`src/rtl/prog_loader_pkg.sv`:
```
// Shared types and constants for the instruction-memory image loader.
// The state enum is used by the loader FSM; sizes describe the frame layout.
package prog_loader_pkg;

  typedef enum logic [2:0] {
    S_LEN_LO,
    S_LEN_HI,
    S_DATA,
    S_CSUM,
    S_DONE,
    S_ERR
  } state_t;

  localparam int LEN_BYTES         = 2;
  localparam int BYTES_PER_WORD    = 4;
  localparam int MAX_WORDS_DEFAULT = 4096;

endpackage

```
`src/rtl/word_packer.sv`:
```
// Packs a byte stream into 32-bit little-endian words; word_valid pulses for
// one cycle after the fourth byte of each word has been shifted in.
module word_packer
  import prog_loader_pkg::*;
(
  input  logic        clk,
  input  logic        rst_n,
  input  logic        clear,
  input  logic        valid,
  input  logic [7:0]  data,
  output logic [31:0] word,
  output logic        word_valid,
  output logic        last
);

  localparam int IDX_W = $clog2(BYTES_PER_WORD);

  logic [IDX_W-1:0] idx;

  assign last = (idx == IDX_W'(BYTES_PER_WORD - 1));

  // NOTE: sequential state is written with non-blocking assignments so every
  // register samples the pre-edge values of its neighbours.
  always_ff @(posedge clk or negedge rst_n) begin
    if (!rst_n) begin
      idx        <= '0;
      word       <= '0;
      word_valid <= 1'b0;
    end else begin
      word_valid <= valid && last;
      if (clear) begin
        idx <= '0;
      end else if (valid) begin
        idx  <= idx + IDX_W'(1);
        // First byte ends up in [7:0] after four shifts.
        word <= {data, word[31:8]};
      end
    end
  end

endmodule

```
`src/rtl/prog_loader.sv`:
```
// Byte-stream image loader: length header, little-endian payload words written
// to instruction RAM from address 0, trailing 8-bit payload checksum.
module prog_loader
  import prog_loader_pkg::*;
#(
  parameter int ADDR_W    = 12,
  parameter int MAX_WORDS = MAX_WORDS_DEFAULT
) (
  input  logic              clk,
  input  logic              rst_n,
  input  logic              s_valid,
  input  logic [7:0]        s_data,
  output logic              s_ready,
  input  logic              load_req,
  output logic              mem_we,
  output logic [ADDR_W-1:0] mem_addr,
  output logic [31:0]       mem_wdata,
  output logic              cpu_rst_n,
  output logic              busy,
  output logic              done,
  output logic              err,
  output logic [ADDR_W:0]   word_count
);

  state_t          state;
  logic [7:0]      len_lo;
  logic [7:0]      sum;
  logic [ADDR_W:0] n_words;
  logic [15:0]     len;
  logic            xfer;
  logic            pack_valid;
  logic            pack_clear;
  logic            pack_last;
  logic            word_valid;
  logic [31:0]     word;

  assign xfer       = s_valid && s_ready;
  assign len        = {s_data, len_lo};
  assign pack_valid = xfer && (state == S_DATA);
  assign pack_clear = xfer && (state == S_LEN_HI);

  word_packer u_packer (
    .clk        (clk),
    .rst_n      (rst_n),
    .clear      (pack_clear),
    .valid      (pack_valid),
    .data       (s_data),
    .word       (word),
    .word_valid (word_valid),
    .last       (pack_last)
  );

  // The packer's registered pulse is the write strobe, one cycle after byte 3.
  assign mem_we    = word_valid;
  assign mem_wdata = word;

  always_ff @(posedge clk or negedge rst_n) begin
    if (!rst_n) begin
      state      <= S_LEN_LO;
      len_lo     <= '0;
      sum        <= '0;
      n_words    <= '0;
      mem_addr   <= '0;
      word_count <= '0;
      s_ready    <= 1'b1;
      cpu_rst_n  <= 1'b0;
      busy       <= 1'b0;
      done       <= 1'b0;
      err        <= 1'b0;
    end else begin
      // Advance after each write except the last, so the address never wraps.
      if (word_valid && (word_count != n_words)) begin
        mem_addr <= mem_addr + ADDR_W'(1);
      end

      unique case (state)
        S_LEN_LO: begin
          if (xfer) begin
            len_lo <= s_data;
            state  <= S_LEN_HI;
            busy   <= 1'b1;
          end
        end

        S_LEN_HI: begin
          if (xfer) begin
            if ((len == 16'd0) || (32'(len) > MAX_WORDS)) begin
              state   <= S_ERR;
              err     <= 1'b1;
              busy    <= 1'b0;
              s_ready <= 1'b0;
            end else begin
              state    <= S_DATA;
              n_words  <= (ADDR_W+1)'(len);
              sum      <= '0;
              mem_addr <= '0;
            end
          end
        end

        S_DATA: begin
          if (xfer) begin
            sum <= sum + s_data;
            if (pack_last) begin
              word_count <= word_count + (ADDR_W+1)'(1);
              if ((word_count + (ADDR_W+1)'(1)) == n_words) begin
                state <= S_CSUM;
              end
            end
          end
        end

        S_CSUM: begin
          if (xfer) begin
            busy    <= 1'b0;
            s_ready <= 1'b0;
            if (s_data == sum) begin
              state     <= S_DONE;
              done      <= 1'b1;
              cpu_rst_n <= 1'b1;
            end else begin
              state <= S_ERR;
              err   <= 1'b1;
            end
          end
        end

        S_DONE, S_ERR: begin
          if (load_req) begin
            state      <= S_LEN_LO;
            s_ready    <= 1'b1;
            cpu_rst_n  <= 1'b0;
            done       <= 1'b0;
            err        <= 1'b0;
            word_count <= '0;
            mem_addr   <= '0;
          end
        end

        default: begin
          state <= S_LEN_LO;
        end
      endcase
    end
  end

endmodule

```
`config.mk`:
```
export PLATFORM = sky130hd
export DESIGN_NAME = prog_loader
export DESIGN_NICKNAME = d
export VERILOG_FILES = /design/src/rtl/prog_loader_pkg.sv /design/src/rtl/word_packer.sv /design/src/rtl/prog_loader.sv
export SDC_FILE = /design/constraint.sdc
export NUM_CORES = 1
export LEC_CHECK = 0
export ABC_AREA = 1
export ABC_CLOCK_PERIOD_IN_PS = 1660
export BUFFER_PORTS_ARGS = -buffer_cell sky130_fd_sc_hd__clkbuf_2
export CAP_MARGIN = 15
export CELL_PAD_IN_SITES_DETAIL_PLACEMENT = 1
export CELL_PAD_IN_SITES_GLOBAL_PLACEMENT = 2
export CORE_UTILIZATION = 30
export DETAILED_ROUTE_END_ITERATION = 8
export GPL_ROUTABILITY_DRIVEN = 0
export PLACE_DENSITY_LB_ADDON = 0.15
export SYNTH_ARGS = -nofsm -noshare
export SYNTH_HDL_FRONTEND = slang
export SYNTH_SLANG_ARGS = --single-unit
```
`constraint.sdc`:
```
create_clock -name clk -period 1.66 [get_ports clk]
set_clock_uncertainty 0.1 [all_clocks]
set_input_delay 0.166 -clock clk [delete_from_list [all_inputs] [get_ports clk]]
set_output_delay 0.166 -clock clk [all_outputs]
set_load 0.01 [all_outputs]
```
# --- Yosys cells after proc, flatten, opt, wreduce, memory -nomap -nowiden ---
# Index checks and enable logic that the tools add are counted.
op_classes:
  n_addsub: 4
  mul: 0
  div: 0
  magnitude_cmp: 1
  n_eq_ne: 20
  shift: 0
  n_mux: 41
  bitwise: 2
  n_reduce_logical: 25
op_table:
  columns: ["cell", "n"]
  rows:
  - ["$mux 12", 4]
  - ["$mux 13", 3]
  - ["$pmux 13 s2", 1]
  - ["$mux 3", 8]
  - ["$mux 8", 3]
  - ["$pmux 12 s2", 1]
  - ["$gt 16x13->1 const B", 1]
  - ["$logic_not 16->1", 1]
  - ["$ne 2x2->1 const B", 8]
  - ["$pmux 8 s2", 1]
  - ["$pmux 3 s5", 1]
  - ["$add 13x1->13 const B", 1]
  - ["$eq 13x13->1", 1]
  - ["$mux 1", 13]
  - ["$ne 13x13->1", 1]
  - ["$add 12x1->12 const B", 1]
  - ["$reduce_and 4->1", 3]
  - ["$reduce_and 5->1", 2]
  - ["$pmux 1 s3", 3]
  - ["$add 8x8->8", 1]
  - ["$eq 8x8->1", 1]
  - ["$reduce_bool 2->1", 4]
  - ["$reduce_and 7->1", 1]
  - ["$eq 3x2->1 const B", 2]
  - ["other kinds (16)", 27]
word_totals:
  ff_bits: 96
  latch_bits: 0
  mem_bits_rw: 0
  rom_bits: 0
  in_bits: 12
  out_inout_bits: 63
  mem_count: 0

# --- Logic depth before layout (Yosys ltp) ---
depth:
  ltp_word: 6
  depth_mapped: 15
  mapped_depth_nobuf: 15

# --- Modules after synthesis ---
# From an unflattened synthesis, not the netlist that was laid out.
hier_totals:
  hier_cells: 681
  hier_area_um2: 5315.1
by_module_without_submodules:
  columns: ["module", "instances", "cells_each", "area_each_um2", "seq_area_each_um2"]
  rows:
  - ["prog_loader", 1, 527, 3768.6, 1527.7]
  - ["word_packer", 1, 154, 1546.5, 875.8]

# --- Worst setup path before layout ---
# Ideal clock, no wire load.
synth_path:
  kind: "reg2reg"
  startpoint: "reg word_count[1]"
  endpoint: "reg state[1]"
  setup_time_ns: 0.117
  t_arrival_ns: 1.613
  t_required_ns: 1.443
  path_slack_ns: -0.169
  path_stages_with_launch: 15
  synth_period_minus_slack_ns: 1.829
  cell_sequence: "dfrtp_1 ha_1 nand3_1 nor2_2 nand2_2 nand2_1 nand2_1 nor2_1 nand2_1 nor2_1 nand2_1 nand2_2 nand2_1 nand2_1 nand2_1"
synth_via:
  elab_chain_len: 4
synth_rtl:
  columns: ["item", "line_no", "text"]
  rows:
  - ["from (decl)", "prog_loader.sv:22", "output logic [ADDR_W:0] word_count"]
  - ["from (signal assigned)", "prog_loader.sv:105", "word_count <= word_count + (ADDR_W+1)'(1);"]
  - ["$add 13x1->13", "prog_loader.sv:106", "if ((word_count + (ADDR_W+1)'(1)) == n_words) begin"]
  - ["$eq 13x13->1", "prog_loader.sv:106", null]
  - ["$ne 2x1->1 (no line)", null, null]
  - ["$reduce_and 7->1 (no line)", null, null]
  - ["to (signal assigned)", "prog_loader.sv:107", "state <= S_CSUM;"]
  - ["to (signal assigned)", "prog_loader.sv:118", "state <= S_DONE;"]
  - ["to (signal assigned)", "prog_loader.sv:122", "state <= S_ERR;"]
  - ["to (decl)", "prog_loader.sv:25", "state_t state;"]
# No other way between the ends.
# A chain may end at the register's enable or synchronous reset.

# --- Worst setup path in the final report ---
layout_path:
  startpoint: "reg sum[0]"
  endpoint: "reg sum[6]"
layout_via:
  elab_chain_len: 3
layout_rtl:
  columns: ["item", "line_no", "text"]
  rows:
  - ["from (decl)", "prog_loader.sv:27", "logic [7:0] sum;"]
  - ["from (signal assigned)", "prog_loader.sv:103", "sum <= sum + s_data;"]
  - ["$add 8x8->8", "prog_loader.sv:103", null]
  - ["$mux 8", "prog_loader.sv:102", "if (xfer) begin"]
  - ["$pmux 8 s2", "prog_loader.sv:76", "unique case (state)"]
# No other way between the ends. The select of a mux whose other input is x is not followed.

==> reports/results.tsv <==
metric	value	unit
# nets final	880	
layout cells sized above 1	43.3	%
WP buf/inv	0	
# IOs	75	
final setup fails	34	
grt ovf	0	
outcome	complete, but fails checks	
Die Area	0.0174	sq mm
Post-Route WL	17.0	mm
final instance area	0.00775	sq mm
Fillers	1980	
Fmax	542	MHz
Tightest Pin Transition	0.394	ns
initial antenna violation count	0	
Antenna diodes	0	
Syn Nets	674	
slowest cell on the critical path	dfrtp_1	
Final TNS setup	-1.86	ns
P&R area growth vs syn	52.9	%
Internal Power	0.00635	W
Startpoint Class	flip-flop	
commonest non-fill, non-tap cells in the layout	nand2_1, buf_4, dfrtp_1, clkbuf_2, inv_1	
routed vias	5091	
nature of the critical path endpoint	flip-flop	
Final Max Tran Viols	0	
H-tree depth	3	
power share of the combinational group	45.3	%
CTS tree	done	
cts bufs inserted	9	
Detailed Place HPWL	11.5	mm
core region area	0.0165	sq mm
Tot Pwr	0.0106	W
DP Area	0.00646	sq mm
Final ANT Viol Nets	0	
crit path setup slack, layout	-0.186	ns
Die Height	132	um
Die Width	132	um
HP Class	primary input to flip-flop	
Synth Cell Area	0.00507	sq mm
commonest non-fill, non-tap cell in the layout	nand2_1	
RSZ-0062 raised after global routing	true	
Slew headroom	73.6	%
Sw Pwr	0.00428	W
peak supply drop	0.000610	V
Crit path max-delay family	simple AND/OR/NAND/NOR gates	
# port buffers	74	
Seq/Total Area, Yosys	47.4	%
period utilization	111	%
clock period minus worst slack	1.85	ns
Worst-path clk slew	0.08	ns
EDFF count, synth	0	
pin count of the biggest net entering global routing	51	
Multi-input gate area	0.00279	sq mm
CP cell instances	ha_4, fa_2, nand2_2, nand2_2, a21oi_2, or2_4, nand2_2, nand2_2, nand3_2, nand2_1, o21ai_1	
async set-reset flop share out of synthesis	100	%
Power Dens Cells	1370	mW/mm^2
max cap viols	0	
routed vias/inst	4.71	
sequential cell area	0.00241	sq mm
DR WL/cell	15.8	um
num rows	47	
Mapped Avg Cell Area	7.79	sq um
Final Non-Filler Cells	1082	
Placed Cells	1027	
crit path kind	flip-flop to flip-flop	
Num Clock Sinks	96	
failing checks	negative setup slack	
Iteration-0 DRC Markers	156	
Max clock buf depth	2	
Fin. Hold Viols	0	
distinct cell type count after synthesis	44	
DRC	0	
Syn Inst Count	651	
CP most frequent cell	nand2_2	
first-pass GRT wire length	27.4	mm
pre-CTS setup slack	-0.218	ns
Leakage	3.87	nW
drt first pass iters	4	
ys flop type	dfrtp_1	
largest stage delay on the critical path	0.41	ns
vias in the first global route	5438	
Synth Warn #	0	
GRT Total Usage	20.0	%
Seq pwr share	34.2	%
Clk network pwr share	20.5	%
clock root buffer	clkbuf_16	
flop and latch count out of synthesis	96	
Clk Latency, worst-skew pair	0.37	ns
Initial Util	30.7	%
Worst Path Required	1.82	ns
switching share of power	40.3	%
critical path peak fanout	2	
Critical Path AT	2.01	ns
[power groups by stage]
stage	Combinational, W	Clock [W]	Sequential, W
floorplan	0.00200	0	0.00362
global route	0.00538	0.00233	0.00374
CTS	0.00435	0.00225	0.00358
finish	0.00481	0.00218	0.00363
global placement	0.00368	0	0.00354
detailed placement	0.00381	0	0.00357
[through the flow]
step	hold WS, ns	util [%]
floorplan	-0.230	-
global placement	-0.0682	39.1
finish	0.0142	46.9
CTS	0.0151	44.4
detailed placement	-0.0680	39.1
global route	0.0504	46.9
[area by class of cell]
class,count,area share (%)
timing repair buffer,210,20.9
sequential,96,31.1
clock buffer,9,2.90
clock inverter,7,0.936
inverter,89,4.65
multi-input combinational,451,35.9
tap,220,3.55
[final timing paths]
kind / start / end / slack, ns / cells after the start
hold reg to reg: s_ready / s_ready / 0.38 / 2
hold / removal: load_req / state[2] / 0.01 / 4
min in group asynchronous: rst_n / word_count[3] / 0.08 / 2
setup / recovery: sum[0] / sum[6] / -0.19 / 11
max in group asynchronous: rst_n / s_ready / 0.80 / 3
setup reg to reg: sum[0] / sum[6] / -0.19 / 11
[registers in the layout, indices dropped and copies added (netlist names), 2 cells and up]
| register | flops |
|---|---|
| sum | 8 |
| word_count | 13 |
| u_packer.word | 32 |
| mem_addr | 12 |
| n_words | 13 |
| len_lo | 8 |
| state | 3 |
| u_packer.idx | 2 |
[worst register-to-register path, cell delays in order (launching register included)]
cell and delay, ns:
dfrtp_1 0.41, ha_4 0.17, fa_2 0.34, nand2_2 0.09, nand2_2 0.06, a21oi_2 0.15, or2_4 0.15, nand2_2 0.05
nand2_2 0.06, nand3_2 0.05, nand2_1 0.06, o21ai_1 0.05
[synth_stat cells (2+ instances only)]
master,number,area [sq um]
a211oi_1,2,15.0
a21oi_1,21,105
a31oi_1,2,12.5
buf_1,2,7.51
buf_4,2,15.0
buf_6,3,33.8
clkbuf_1,7,26.3
dfrtp_1,95,2380
ha_1,10,125
inv_1,81,304
inv_2,6,22.5
nand2_1,197,739
nand2_2,5,31.3
nand3_1,29,145
nand4_1,10,62.6
nor2_1,50,188
nor2_2,7,43.8
nor2_8,2,40.0
nor3_1,6,30.0
nor4_1,3,18.8
o21a_1,2,15.0
o21ai_0,60,300
o21ai_1,8,40.0
o22ai_1,5,31.3
or2_2,2,12.5
xnor2_1,3,26.3
xor2_1,14,123
[logic make-up (layout without fill, tap and decap cells)]
group / after synthesis / count (layout) / share of synthesized area [%]
fa+ha+maj: 11 / 11 / 2.86
simple gates: 316 / 316 / 26.8
flops: 96 / 96 / 47.4
compound gates: 107 / 107 / 11.6
buf+inv: 104 / 315 / 8.36
xor+xnor: 17 / 17 / 2.94
[per-layer routing]
| metal | track usage, % | part of all wire [%] |
|---|---|---|
| met4 | 7.56 | 1.4 |
| met1 | 24.5 | 45 |
| met2 | 35.4 | 51 |
| met5 | 0 | 0 |
| met3 | 3.08 | 2.3 |
[timing repair]
| item | in CTS | in global routing |
|---|---|---|
| gates cloned | 4 | 2 |
| resized for setup | 102 | 93 |
| pin swaps | 22 | 23 |
| hold endpoints to repair | 95 | 0 |
| setup buffers | 20 | 18 |
| hold buffers | 1 | 0 |
| setup endpoints to repair | 51 | 86 |
No activity file was read; power rests on OpenSTA's default activity.
